===== config.mk =====
export PLATFORM = sky130hd
export DESIGN_NAME = johnson_seq_ctrl
export DESIGN_NICKNAME = d
export VERILOG_FILES = /design/src/rtl/johnson_seq_ctrl.sv
export SDC_FILE = /design/constraint.sdc
export NUM_CORES = 1
export LEC_CHECK = 0
export CELL_PAD_IN_SITES_DETAIL_PLACEMENT = 2
export CELL_PAD_IN_SITES_GLOBAL_PLACEMENT = 2
export CORE_ASPECT_RATIO = 2
export CORE_MARGIN = 4
export CORE_UTILIZATION = 34
export DETAILED_ROUTE_END_ITERATION = 6
export HOLD_SLACK_MARGIN = 0.03
export PLACE_DENSITY = 0.8
export SYNTH_ARGS = -nofsm -noshare
export SYNTH_HDL_FRONTEND = slang
export SYNTH_SLANG_ARGS = --single-unit

===== constraint.sdc =====
create_clock -name io_in -period 2.4 [get_ports io_in]
set_clock_uncertainty 0.2 [all_clocks]
set_input_delay 0.24 -clock io_in [delete_from_list [all_inputs] [get_ports io_in]]
set_output_delay 0.24 -clock io_in [all_outputs]
set_load 0.005 [all_outputs]

===== src/rtl/johnson_seq_ctrl.sv =====
// johnson_seq_ctrl: fully synchronous Johnson-ring pattern controller.
//
// A programmable prescaler produces a clock enable that advances a WIDTH-bit Johnson ring.
// A small FSM (idle/run/pause) adds run/pause, single-step and direction control.
//
// Ports:
//   io_in[0]    clock, rising edge
//   io_in[1]    reset, synchronous, active-high (not passed through the sample stage)
//   io_in[2]    run   (1 = free-run, 0 = pause)
//   io_in[3]    step  (rising edge advances once while not running)
//   io_in[4]    dir   (0 = forward, 1 = reverse)
//   io_in[7:5]  rate  (step period = 2^(DIV_BASE+rate) clocks)
//   io_out[5:0] ring state, LSB first; bits above WIDTH read 0
//   io_out[6]   tick, one-cycle pulse coincident with each new ring value
//   io_out[7]   phase0, high while ring == 0
//
// Build option: define JSC_SYNC_INPUTS_EN to put io_in[7:2] through two-flop synchronisers
// instead of a single register stage.

module johnson_seq_ctrl #(
  parameter int unsigned WIDTH    = 6,
  parameter int unsigned DIV_BASE = 5
) (
  input  logic [7:0] io_in,
  output logic [7:0] io_out
);

  localparam int unsigned CntW = DIV_BASE + 7;

  typedef enum logic [1:0] {
    StIdle  = 2'd0,
    StRun   = 2'd1,
    StPause = 2'd2
  } state_e;

  logic clk;
  logic rst;
  assign clk = io_in[0];
  assign rst = io_in[1];

  // Sample stage for io_in[7:2]
  logic [5:0] s_in;

`ifdef JSC_SYNC_INPUTS_EN
  logic [5:0] sync1_q;
  logic [5:0] sync2_q;

  always_ff @(posedge clk) begin
    if (rst) begin
      sync1_q <= '0;
      sync2_q <= '0;
    end else begin
      sync1_q <= io_in[7:2];
      sync2_q <= sync1_q;
    end
  end

  assign s_in = sync2_q;
`else
  logic [5:0] samp_q;

  always_ff @(posedge clk) begin
    if (rst) begin
      samp_q <= '0;
    end else begin
      samp_q <= io_in[7:2];
    end
  end

  assign s_in = samp_q;
`endif

  logic       s_run;
  logic       s_step;
  logic       s_dir;
  logic [2:0] s_rate;
  assign s_run  = s_in[0];
  assign s_step = s_in[1];
  assign s_dir  = s_in[2];
  assign s_rate = s_in[5:3];

  logic s_step_d_q;
  logic step_pulse;
  assign step_pulse = s_step & ~s_step_d_q;

  state_e            state_q, state_d;
  logic [CntW-1:0]   cnt_q, cnt_d;
  logic [WIDTH-1:0]  ring_q, ring_d;
  logic              tick_q, tick_d;
  logic              advance;

  // Terminal count 2^(DIV_BASE+rate)-1; computed one bit wider so rate=7 yields all ones.
  logic [CntW:0]     term_full;
  logic [CntW-1:0]   term;
  int unsigned       shamt;

  always_comb begin
    shamt     = DIV_BASE + 32'(s_rate);
    term_full = ((CntW + 1)'(1) << shamt) - (CntW + 1)'(1);
    term      = term_full[CntW-1:0];
  end

  logic [WIDTH-1:0] ring_fwd;
  logic [WIDTH-1:0] ring_rev;
  assign ring_fwd = {ring_q[WIDTH-2:0], ~ring_q[WIDTH-1]};
  assign ring_rev = {~ring_q[0], ring_q[WIDTH-1:1]};

  always_comb begin
    state_d = state_q;
    cnt_d   = cnt_q;
    advance = 1'b0;
    case (state_q)
      StIdle: begin
        cnt_d = '0;
        if (s_run) begin
          state_d = StRun;
        end else if (step_pulse) begin
          advance = 1'b1;
          state_d = StPause;
        end
      end
      StRun: begin
        // Dropping run freezes cnt and ring on this edge; step is ignored while running.
        if (!s_run) begin
          state_d = StPause;
        end else if (cnt_q >= term) begin
          cnt_d   = '0;
          advance = 1'b1;
        end else begin
          cnt_d = cnt_q + CntW'(1);
        end
      end
      StPause: begin
        // Run has priority over a coincident step; cnt resumes from its held value.
        if (s_run) begin
          state_d = StRun;
        end else if (step_pulse) begin
          advance = 1'b1;
        end
      end
      default: begin
        state_d = StIdle;
        cnt_d   = '0;
      end
    endcase

    ring_d = ring_q;
    if (advance) begin
      ring_d = s_dir ? ring_rev : ring_fwd;
    end
    tick_d = advance;
  end

  always_ff @(posedge clk) begin
    if (rst) begin
      state_q    <= StIdle;
      cnt_q      <= '0;
      ring_q     <= '0;
      tick_q     <= 1'b0;
      s_step_d_q <= 1'b0;
    end else begin
      state_q    <= state_d;
      cnt_q      <= cnt_d;
      ring_q     <= ring_d;
      tick_q     <= tick_d;
      s_step_d_q <= s_step;
    end
  end

  always_comb begin
    io_out              = '0;
    io_out[WIDTH-1:0]   = ring_q;
    io_out[6]           = tick_q;
    io_out[7]           = (ring_q == '0);
  end

endmodule

==> impl_metrics.tcl, run 1 <==
set metrics [dict create \
    worst_endpoint "cnt_q[7]$_SDFFE_PP0P_/D" \
    io_pins 16 \
    placed_area_sq_um 1699 \
    yosys_register_bits 28 \
    haltStage "global routing" \
    synth-async-reset-ratio_pct 0 \
    gp_congestion 0.7342 \
    run_status "did not finish" \
    gr-total-overflow 11 \
    synth_flop_cell "dfxtp_1" \
    synth_area_leaders "dfxtp_1 37%, ha_1 11%, mux2i_1 5.2%, nor2_1 4.6%, nor2b_1 4.5%" \
    rows 34 \
    ys_warn_count 0 \
    synth_top_area_share_pct 36.54 \
    io_buffers 8 \
    grt_max_degree 16 \
    synth_top_cell_by_area "dfxtp_1" \
    synth.most_common_cell "dfxtp_1" \
    synth.distinct_cells 40 \
    seq_area_frac_synth_pct 36.54 \
    track_usage_pct 27.79 \
    worstEndpointType "sequential cell input" \
    holdBufCountCts 0 \
    dp_hpwl_um 3534 \
    synth_enable_flop_cells 0 \
    syn_avg_cell_area_sq_um 8.716 \
    synthCells 176 \
    stop_error "[ERROR GRT-0232] Routing congestion too high. Check the congestion heatmap in the GUI." \
    syn_area_sq_um 1534 \
    place_ws_ns 0.01590 \
    synthTopCellsByCount "28 x dfxtp_1, 19 x nor2_1, 18 x nand2_1, 14 x ha_1, 11 x nor2b_1" \
    fp.dieW_um 55.50 \
    die_h_um 103.0 \
    initial_core_util_pct 35.35 \
]
==> metrics by stage <==
stage | std cells | setup TNS (ns) | hold WS [ns] | utilization [%]
4_1_cts | 264 | -0.7015 | -0.3526 | 48.39
3_5_place_dp | 239 | 0 | -0.1284 | 39.16
3_3_place_gp | 239 | 0 | -0.1284 | 39.16
2_1_floorplan | 178 | 0 | -0.07182 | -
==> routing by layer <==
metal / overflow / global-route usage (%)
met4: 11 / 38.58
met1: 0 / 18.57
met2: 0 / 43.43
met5: 0 / 0
met3: 0 / 18.17
==> kinds of logic after synthesis <==
kind of cell	share of synthesized area, %
AND/OR/NAND/NOR	22.68
AO/OA/AOI/OAI	17.70
flip-flops	36.54
adder cells (fa/ha/maj)	11.42
buffers and inverters	3.507
multiplexers	5.954
XOR/XNOR	1.713
other	0.4896
==> timing repair <==
action | 4_1_cts
endpoints found under the setup margin | 21
pin swaps | 11
setup buffers | 2
resized for setup | 20
==> inputs of run 2 (changes only) <==
==> config.mk (replaced) <==
export PLATFORM = sky130hd
export DESIGN_NAME = johnson_seq_ctrl
export DESIGN_NICKNAME = d
export VERILOG_FILES = /design/src/rtl/johnson_seq_ctrl.sv
export SDC_FILE = /design/constraint.sdc
export NUM_CORES = 1
export LEC_CHECK = 0
export CORE_MARGIN = 4
export CORE_UTILIZATION = 40
export DETAILED_ROUTE_END_ITERATION = 6
export PLACE_DENSITY_LB_ADDON = 0.15
export SYNTH_ARGS = -nofsm -noshare
export SYNTH_HDL_FRONTEND = slang
export SYNTH_SLANG_ARGS = --single-unit
==> run 2 against run 1 <==
  * The flow now finishes, with violations (hold timing)
  * Synthesized cell count unchanged
  * Area after synthesis unchanged
==> impl_metrics.tcl, run 2 <==
set metrics [dict create \
    drt-initial-drc-count 128 \
    vias 1428 \
    seq_area_frac_synth_pct 36.54 \
    largest_register_ffs 12 \
    gr-total-overflow 0 \
    synth_enable_flop_cells 0 \
    fmax_mhz 419.0 \
    violations "hold timing" \
    synthSimpleGateAreaFrac_pct 22.68 \
    synth_compound_area_share_pct 17.70 \
    diodes 0 \
    run_status "finished with violations" \
    io_pins 16 \
    grt_max_degree 17 \
    dp_hpwl_um 2286 \
    areaGrowthSynthToFinish_pct 36.70 \
    syn_area_sq_um 1534 \
    final_cell_mix "25 x dfxtp_1, 18 x nor2_1, 17 x nand2_1" \
    synth_flop_cell "dfxtp_1" \
    final_common_cell "dfxtp_1" \
    clock_latency_ns 0.28 \
    grt_pass1_vias 1734 \
    crit_chain "inv_1 > ha_1 > or2b_1 > a31oi_4 > o221ai_4 > a2111oi_4 > clkbuf_8 > clkbuf_8 > nand3_2 > o311ai_2" \
    cts_tree "done" \
    synth-xor-area-share_pct 1.713 \
    synthCells 176 \
    rsz0062_at_grt "yes" \
    track_usage_pct 18.26 \
    cpMostUsedCell "clkbuf_8" \
    synth_top_family_by_area "simple AND/OR/NAND/NOR gates" \
    synthAdderAreaFrac_pct 11.42 \
    worst_path_dominant_cell_family "compound AO/OA/AOI/OAI gates" \
    slew_viol_final 0 \
    fin_crit_ns 2.386 \
    drive_above_1_share_pct 23.08 \
    final_nets 227 \
    cp_slowest_cell "a2111oi_4" \
    fin_ws_ns 0.01355 \
    regMostFlops "cnt_q" \
    critPathBufInv 3 \
    timing.max_cap.violations 0 \
    stdcell_area_sq_um 2097 \
    drc 0 \
    finalHoldViolCount 18 \
    timing.final.crit_share_pct 99.44 \
    required_ns 2.39 \
    final_core_util_pct 56.85 \
    hold_ws_ns -0.3576 \
    fin_tns_setup_ns 0 \
    die_h_um 69.93 \
    synth_top_area_share_pct 36.54 \
    synth.distinct_cells 40 \
    synthTopCellsByCount "28 x dfxtp_1, 19 x nor2_1, 18 x nand2_1, 14 x ha_1, 11 x nor2b_1" \
    critPathKind "flop to flop" \
    rows 22 \
    die_area_sq_um 4890 \
    setup_viol 0 \
    p_total_uw 2149 \
    place_ws_ns 0.06061 \
    synth-async-reset-ratio_pct 0 \
    ys_warn_count 0 \
    synth.most_common_cell "dfxtp_1" \
    wire_per_inst_um 14.53 \
    antenna_found_initial 0 \
    finalWirelength_um 3719 \
    crit_path_end_kind "flop" \
    fp.dieW_um 69.93 \
    io_buffers 8 \
    vdd_drop_max_v 0.0006063 \
    synth_top_cell_by_area "dfxtp_1" \
    n_fill_cell 340 \
    grt_pass1_wl_um 6479 \
    synth_mux_area_share_pct 5.954 \
    start_kind "flop" \
    gp_congestion 0.8391 \
    clk_pin_slew_worst_paths_ns 0.10 \
    viasPerCell 5.578 \
    cp.arrival_ns 2.37 \
    coreArea_sq_um 3689 \
    leakagePower_uw 0.0008301 \
    synth_area_leaders "dfxtp_1 37%, ha_1 11%, mux2i_1 5.2%, nor2_1 4.6%, nor2b_1 4.5%" \
    placed_area_sq_um 1669 \
    hold_class "clock port to flop" \
    initial_core_util_pct 41.59 \
    final_antenna_net_count 0 \
    powerDensity_nw_per_um2 1025 \
    syn_avg_cell_area_sq_um 8.716 \
    holdBufCountCts 0 \
    drtPass1Iterations 5 \
    path_max_fanout 4 \
    slowest_delay_ns 0.33 \
    yosys_register_bits 28 \
]
run 2: cell counts after synthesis:
No cell type changed its count.
run 2: cells by family (layout without fill, tap and decap cells):
group / Yosys count / after routing
compound gates: 36 / 36
xor+xnor: 3 / 3
fa+ha+maj: 14 / 14
buf+inv: 13 / 43
flops: 28 / 28
mux: 9 / 9
other cells: 2 / 4
simple gates: 71 / 71
run 2: worst paths after layout:
check	from	to	slack, ns	cells past startpoint
setup / recovery	cnt_q[0]	cnt_q[11]	0.01	10
hold / removal	io_in[4]	s_in[2]	-0.36	1
setup reg to reg	cnt_q[0]	cnt_q[11]	0.01	10
hold reg to reg	s_in[1]	s_step_d_q	0.28	1
run 2: metal layers:
metal	part of all wire [%]	global-route usage (%)	vias to the layer above
li1	-	-	686
met1	42	15.82	657
met2	47	21.93	62
met3	6.9	15.68	23
met4	4.2	24.04	0
met5	0	0	-
run 2: final cells by class:
| class | count | area [sq um] | area share (%) |
|---|---|---|---|
| Clock inverter | 2 | 35.03 | 1.671 |
| Clock buffer | 20 | 246.5 | 11.75 |
| Inverter | 7 | 26.28 | 1.253 |
| Multi-Input combinational cell | 137 | 1032 | 49.22 |
| Sequential cell | 28 | 571.8 | 27.27 |
| Timing Repair Buffer | 14 | 125.1 | 5.967 |
| Tap cell | 48 | 60.06 | 2.864 |
run 2: metrics by stage:
stage	std cells	hold slack (ns)
global placement	230	-0.1284
global route	256	-0.3669
detailed placement	230	-0.1284
floorplan	178	-0.07182
CTS	256	-0.3600
finish	256	-0.3576
run 2: timing repair:
action / 4_1_cts / 5_1_grt
buffers inserted: 3 / 1
endpoints found under the setup margin: 15 / 15
pin swaps: 2 / 5
gates resized for setup: 14 / 12
run 2: power breakdown:
| group | total (uW) | internal, uW | switching (uW) |
|---|---|---|---|
| clock network | 1530 | 900 | 629 |
| logic | 91.3 | 43.9 | 47.3 |
| registers | 529 | 503 | 25.7 |
(Power assumes the default switching activity.)
